--- src/rtl/display_pkg.sv ---
// rtl/display_pkg.sv - shared types for the seven-segment display datapath
package display_pkg;

   typedef enum logic [1:0] {IDLE = 2'd0, BLANK = 2'd1, DRIVE = 2'd2} scan_state_t;

   localparam int N_DIGITS = 8;

   typedef logic [3:0] digit_t;
   typedef logic [7:0] anode_t;

   localparam anode_t ANODES_OFF = 8'hFF;

   // Active-low enable pattern for a single digit.
   function automatic anode_t anode_sel(input logic [2:0] idx);
      return ~(anode_t'(1) << idx);
   endfunction

endpackage

--- src/rtl/tick_gen.sv ---
// rtl/tick_gen.sv - modulo-MOD prescaler with sync clear, registered terminal-count flag
module tick_gen #(
   parameter int MOD = 16,
   parameter int W   = (MOD > 1) ? $clog2(MOD) : 1
) (
   input  logic         clk,
   input  logic         reset_n,
   input  logic         clr_i,
   input  logic         en_i,
   output logic [W-1:0] count_o,
   output logic [W-1:0] count_next_o,
   output logic         tc_o
);

   localparam logic [W-1:0] LAST = W'(MOD - 1);

   logic [W-1:0] count_q, count_d;
   logic         tc_q, tc_d;

   always_comb begin
      count_d = count_q;
      if (clr_i) begin
         count_d = '0;
      end else if (en_i) begin
         count_d = (count_q == LAST) ? '0 : count_q + W'(1);
      end
      // tc is aligned with the count it flags, so it is derived from the next value.
      tc_d = (count_d == LAST);
   end

   always_ff @(posedge clk) begin
      if (!reset_n) begin
         count_q <= '0;
         tc_q    <= 1'b0;
      end else begin
         count_q <= count_d;
         tc_q    <= tc_d;
      end
   end

   assign count_o      = count_q;
   assign count_next_o = count_d;
   assign tc_o         = tc_q;

endmodule

--- src/rtl/display_scan_ctrl.sv ---
// rtl/display_scan_ctrl.sv - 8-digit scan controller with blanking; SCAN_DIMMING_EN adds brillo PWM
module display_scan_ctrl
   import display_pkg::*;
#(
   parameter int CLK_FREQ_HZ  = 100_000_000,
   parameter int REFRESH_HZ   = 1000,
   parameter int BLANK_CYCLES = 64
) (
   input  logic       clk,
   input  logic       reset_n,
   input  logic       enable,
   input  logic [7:0] digit_en,
`ifdef SCAN_DIMMING_EN
   input  logic [3:0] brillo,
`endif
   output logic [2:0] contador,
   output anode_t     anodos,
   output logic       slot_tick
);

   localparam int SLOT_CYCLES = CLK_FREQ_HZ / (REFRESH_HZ * N_DIGITS);
   localparam int P_W         = (SLOT_CYCLES > 1) ? $clog2(SLOT_CYCLES) : 1;

   localparam logic [P_W-1:0] BLANK_P   = P_W'(BLANK_CYCLES);
   localparam logic [P_W-1:0] SLOT_LAST = P_W'(SLOT_CYCLES - 1);

   localparam logic [1:0] S_IDLE  = 2'(IDLE);
   localparam logic [1:0] S_BLANK = 2'(BLANK);
   localparam logic [1:0] S_DRIVE = 2'(DRIVE);

   if (!(SLOT_CYCLES > BLANK_CYCLES && BLANK_CYCLES >= 1)) begin : g_param_check
      $error("display_scan_ctrl: SLOT_CYCLES > BLANK_CYCLES >= 1 violated");
   end

   logic [1:0]     state_q, state_d;
   logic [2:0]     contador_q, contador_d;
   anode_t         anodos_q, anodos_d;
   logic [P_W-1:0] p, p_next;
   logic           p_clr;
   logic           pwm_on;

   assign p_clr = !enable || (state_q == S_IDLE);

   tick_gen #(.MOD(SLOT_CYCLES), .W(P_W)) u_slot_gen (
      .clk          (clk),
      .reset_n      (reset_n),
      .clr_i        (p_clr),
      .en_i         (1'b1),
      .count_o      (p),
      .count_next_o (p_next),
      .tc_o         (slot_tick)
   );

`ifdef SCAN_DIMMING_EN
   logic [3:0] q, q_next;
   logic       q_tc;
   logic       unused_pwm;

   // PWM phase restarts on every entry into DRIVE so each slot gets the same duty pattern.
   tick_gen #(.MOD(16), .W(4)) u_pwm_gen (
      .clk          (clk),
      .reset_n      (reset_n),
      .clr_i        (state_q != S_DRIVE),
      .en_i         (1'b1),
      .count_o      (q),
      .count_next_o (q_next),
      .tc_o         (q_tc)
   );

   assign unused_pwm = ^{q, q_tc};
   assign pwm_on     = (q_next < brillo);
`else
   assign pwm_on = 1'b1;
`endif

   always_comb begin
      state_d    = state_q;
      contador_d = contador_q;
      anodos_d   = ANODES_OFF;
      if (!enable) begin
         state_d    = S_IDLE;
         contador_d = 3'd0;
      end else if (state_q == S_IDLE) begin
         state_d    = S_BLANK;
         contador_d = 3'd0;
      end else begin
         // The phase follows the prescaler: a wrap to 0 lands back in BLANK.
         state_d = (p_next < BLANK_P) ? S_BLANK : S_DRIVE;
         if (state_q == S_DRIVE && p == SLOT_LAST) begin
            contador_d = contador_q + 3'd1;
         end
      end
      if (state_d == S_DRIVE && digit_en[contador_d] && pwm_on) begin
         anodos_d = anode_sel(contador_d);
      end
   end

   always_ff @(posedge clk) begin
      if (!reset_n) begin
         state_q    <= S_IDLE;
         contador_q <= 3'd0;
         anodos_q   <= ANODES_OFF;
      end else begin
         state_q    <= state_d;
         contador_q <= contador_d;
         anodos_q   <= anodos_d;
      end
   end

   assign contador = contador_q;
   assign anodos   = anodos_q;

endmodule

--- config.mk ---
export PLATFORM = sky130hd
export DESIGN_NAME = display_scan_ctrl
export DESIGN_NICKNAME = d
export VERILOG_FILES = /design/src/rtl/display_pkg.sv /design/src/rtl/tick_gen.sv /design/src/rtl/display_scan_ctrl.sv
export SDC_FILE = /design/constraint.sdc
export NUM_CORES = 1
export LEC_CHECK = 0
export BUFFER_PORTS_ARGS = -buffer_cell sky130_fd_sc_hd__buf_2
export CAP_MARGIN = 30
export CORE_AREA = 5 5 59 61
export CTS_BUF_LIST = sky130_fd_sc_hd__clkbuf_4 sky130_fd_sc_hd__clkbuf_8
export CTS_CLUSTER_DIAMETER = 50
export DETAILED_ROUTE_END_ITERATION = 16
export DIE_AREA = 0 0 64 66
export PLACE_DENSITY = 0.82
export SLEW_MARGIN = 20
export SYNTH_ARGS = -nofsm -noshare
export SYNTH_HDL_FRONTEND = slang
export SYNTH_SLANG_ARGS = --single-unit
--- constraint.sdc ---
create_clock -name clk -period 2.77 [get_ports clk]
set_clock_uncertainty 0.1 [all_clocks]
set_input_delay 0.1385 -clock clk [delete_from_list [all_inputs] [get_ports clk]]
set_output_delay 0.1385 -clock clk [all_outputs]
set_load 0.01 [all_outputs]
==> results.cfg <==
[drt]
routed.top_layer = met4
drtIter0Drc = 75
drc = 0
wl_met1_mm = 1.623
vias = 1357
wl_mm = 3.201
met3WireLength_um = 157
antenna_left = 0
drt_first_pass_iters = 4
routedWlPerCell_um = 13.51
wl_met2_mm = 1.375
vias_per_cell = 5.726

[cells_and_area]
layout_common_cells = 30 x nor2_1, 28 x dfxtp_1, 22 x buf_2, 16 x nand3_1, 9 x xnor2_1
multi_input_area_um2 = 949.7
seq_area_um2 = 560.5
fillers = 264
utilization = 0.5974
finalNetCount = 219
final_common_cell = nor2_1
area_growth_pct = 8.456
drive_gt1_frac = 0.2157
finalInstanceArea_um2 = 1749
antennaDiodeCount = 0

[worst_setup_path]
cpLargestDelayFamily = simple AND/OR/NAND/NOR gates
critPathKind = register to register
worstPathArrival_ns = 2.68
slowest_delay_ns = 0.46
crit_path_cell_trace = ha_1 > nor4bb_2 > and4_4 > mux2_2 > a211o_1 > o22ai_2 > nand3_1
critPathLaunchType = register
crit_path_end_kind = register
crit_slowest_cell = dfxtp_1
critical_path_required_ns = 2.88
path_buf_inv = 0
cp_max_fo = 11
r2r-start = u_slot_gen.count_o[0]
crit_path_start = u_slot_gen.count_o[0]

[clock_tree]
cts_buffer_depth = 2
cts_tree = done
root_buffer = clkbuf_4
clkSinkCount = 28
clkLatencyLatePin_ns = 0.33
cts_max_level = 1
clk_pin_slew_ns = 0.14
cts_made_buffers = 3

[worst_hold_path]
hold_class = input pin to register
hp-start = digit_en[7]

[power]
power.leakage_nw = 0.5742
peakVddDrop_v = 0.0002465
power.density_nw_per_um2 = 343.5

[global_route]
grt_max_degree = 18
grt_first_pass_wirelength_mm = 5.754
grt_antenna_before_repair = 0
grt_use_total = 0.1664
grt_pass1_vias = 1248
grt-ovfl-total = 0

[yosys]
synth_cells = 184
dominantRegCellSynth = dfxtp_1
netlist_area_um2 = 1613
syn_nets = 197
synth_top_area_share = 0.3476
yosysUniqueCellTypes = 54
async_flop_share = 0
synth_top_cell_by_area = dfxtp_1
ys_ff_latch = 28
yosys_warnings = 0
avgSynthCellArea_um2 = 8.765
synth-edff-count = 0
seq_area_frac_synth = 0.3476
synthTopCellsByArea = dfxtp_1 35%, nor2_1 7.0%, nand3_1 5.0%

[floorplan]
ioPinCount = 23
start_util = 0.5509
die_y_um = 66
dieArea_um2 = 4224
die_w_um = 64
fp.coreArea_um2 = 2928
rows = 20

[timing]
hold_viol_final = 0
min_period_over_period = 0.9290
setup_tns_ns = 0
setup_violations = 0
slew_headroom = 0.7375
worst_slew_pin_slew_ns = 0.3910
maxSlewViolCount = 0
rsz0062_at_grt = false
period_needed_ns = 2.573
fmax_mhz = 388.6

[run_status]
status = complete, no violations

[placement]
dpl.hpwl_mm = 2.428
placed_area_um2 = 1700
port_buffers = 22
place_congestion = 0.9105

[run]
maxCapViolations = 0
==> where the power goes <==
group | internal [mW] | total, mW | leakage, nW | switching, mW
logic | 0.0150 | 0.0297 | 0.334 | 0.0148
clock network | 0.0511 | 0.166 | 0.0138 | 0.115
registers | 0.404 | 0.405 | 0.226 | 0.00140
==> final cells by class <==
class                           count  area share
Multi-Input combinational cell    140      0.5429
Timing Repair Buffer               27     0.08727
Sequential cell                    28      0.3205
Tap cell                           33     0.02361
Clock buffer                        3     0.01288
Inverter                            6     0.01288
==> metal layers <==
metal / up-vias / track usage
met3: 6 / 0.03061
met2: 25 / 0.2437
met5: - / 0
met1: 621 / 0.2469
li1: 705 / -
met4: 0 / 0.04416
==> final timing paths <==
kind                           end  slack (ns)  depth (start not counted)
max                      anodos[3]        0.20                          7
min                      anodos[4]        0.13                          4
max reg2reg              anodos[3]        0.20                          7
min reg2reg  u_slot_gen.count_o[0]        0.43                          1
==> through the flow <==
| stage | power [mW] | std cells | setup slack (ns) | hold WS (ns) |
|---|---|---|---|---|
| after floorplan | 0.4284 | 184 | 0.3696 | 0.1602 |
| after global placement | 0.4410 | 232 | 0.2840 | 0.2831 |
| after detailed placement | 0.4414 | 232 | 0.1983 | 0.2805 |
| after CTS | 0.6019 | 237 | 0.1626 | 0.1371 |
| after global routing | 0.6234 | 237 | 0.03543 | 0.1534 |
| final | 0.6009 | 237 | 0.1966 | 0.1326 |
==> synth_stat cells (2+ instances only) <==
cell,count
a21oi_1,2
a21oi_2,2
and2_1,2
and4_1,2
buf_4,2
buf_6,3
clkbuf_1,2
dfxtp_1,28
ha_1,2
inv_1,6
mux2_2,2
mux2i_1,3
nand2_1,6
nand2b_1,5
nand3_1,16
nand4_1,4
nor2_1,30
nor3_1,6
nor3b_1,2
nor4_1,5
nor4bb_1,2
o21ai_0,2
or3_1,5
or4bb_1,2
xnor2_1,9
xor2_1,6
==> registers in the layout, indices dropped and copies added (netlist names) <==
signal	count
u_slot_gen.count_o	14
anodos	8
contador	3
state_q	2
u_slot_gen.tc_o	1
==> worst reg2reg max path, delay by kind of cell (launching register included) <==
family	cells	cell delay, ns
AO/OA/AOI/OAI	2	0.49
adder cells (fa/ha/maj)	1	0.29
flip-flops	1	0.46
multiplexers	1	0.36
AND/OR/NAND/NOR	3	0.75
==> timing repair <==
action | 4_1_cts | 5_1_grt
buffers inserted | 0 | 0
gates resized for setup | 0 | 1
endpoints found under the setup margin | 0 | 5
hold endpoints to repair | 2 | 0
hold buffers | 2 | 0
==> cells by family after synthesis <==
group           after synthesis  share of synthesized area
fa+ha+maj                     2                    0.01551
compound gates               20                     0.1009
flops                        28                     0.3476
xor+xnor                     16                    0.09155
mux                           5                    0.03258
buf+inv                      16                    0.06749
simple gates                 97                     0.3445
No activity file was read; power rests on OpenSTA's default activity.
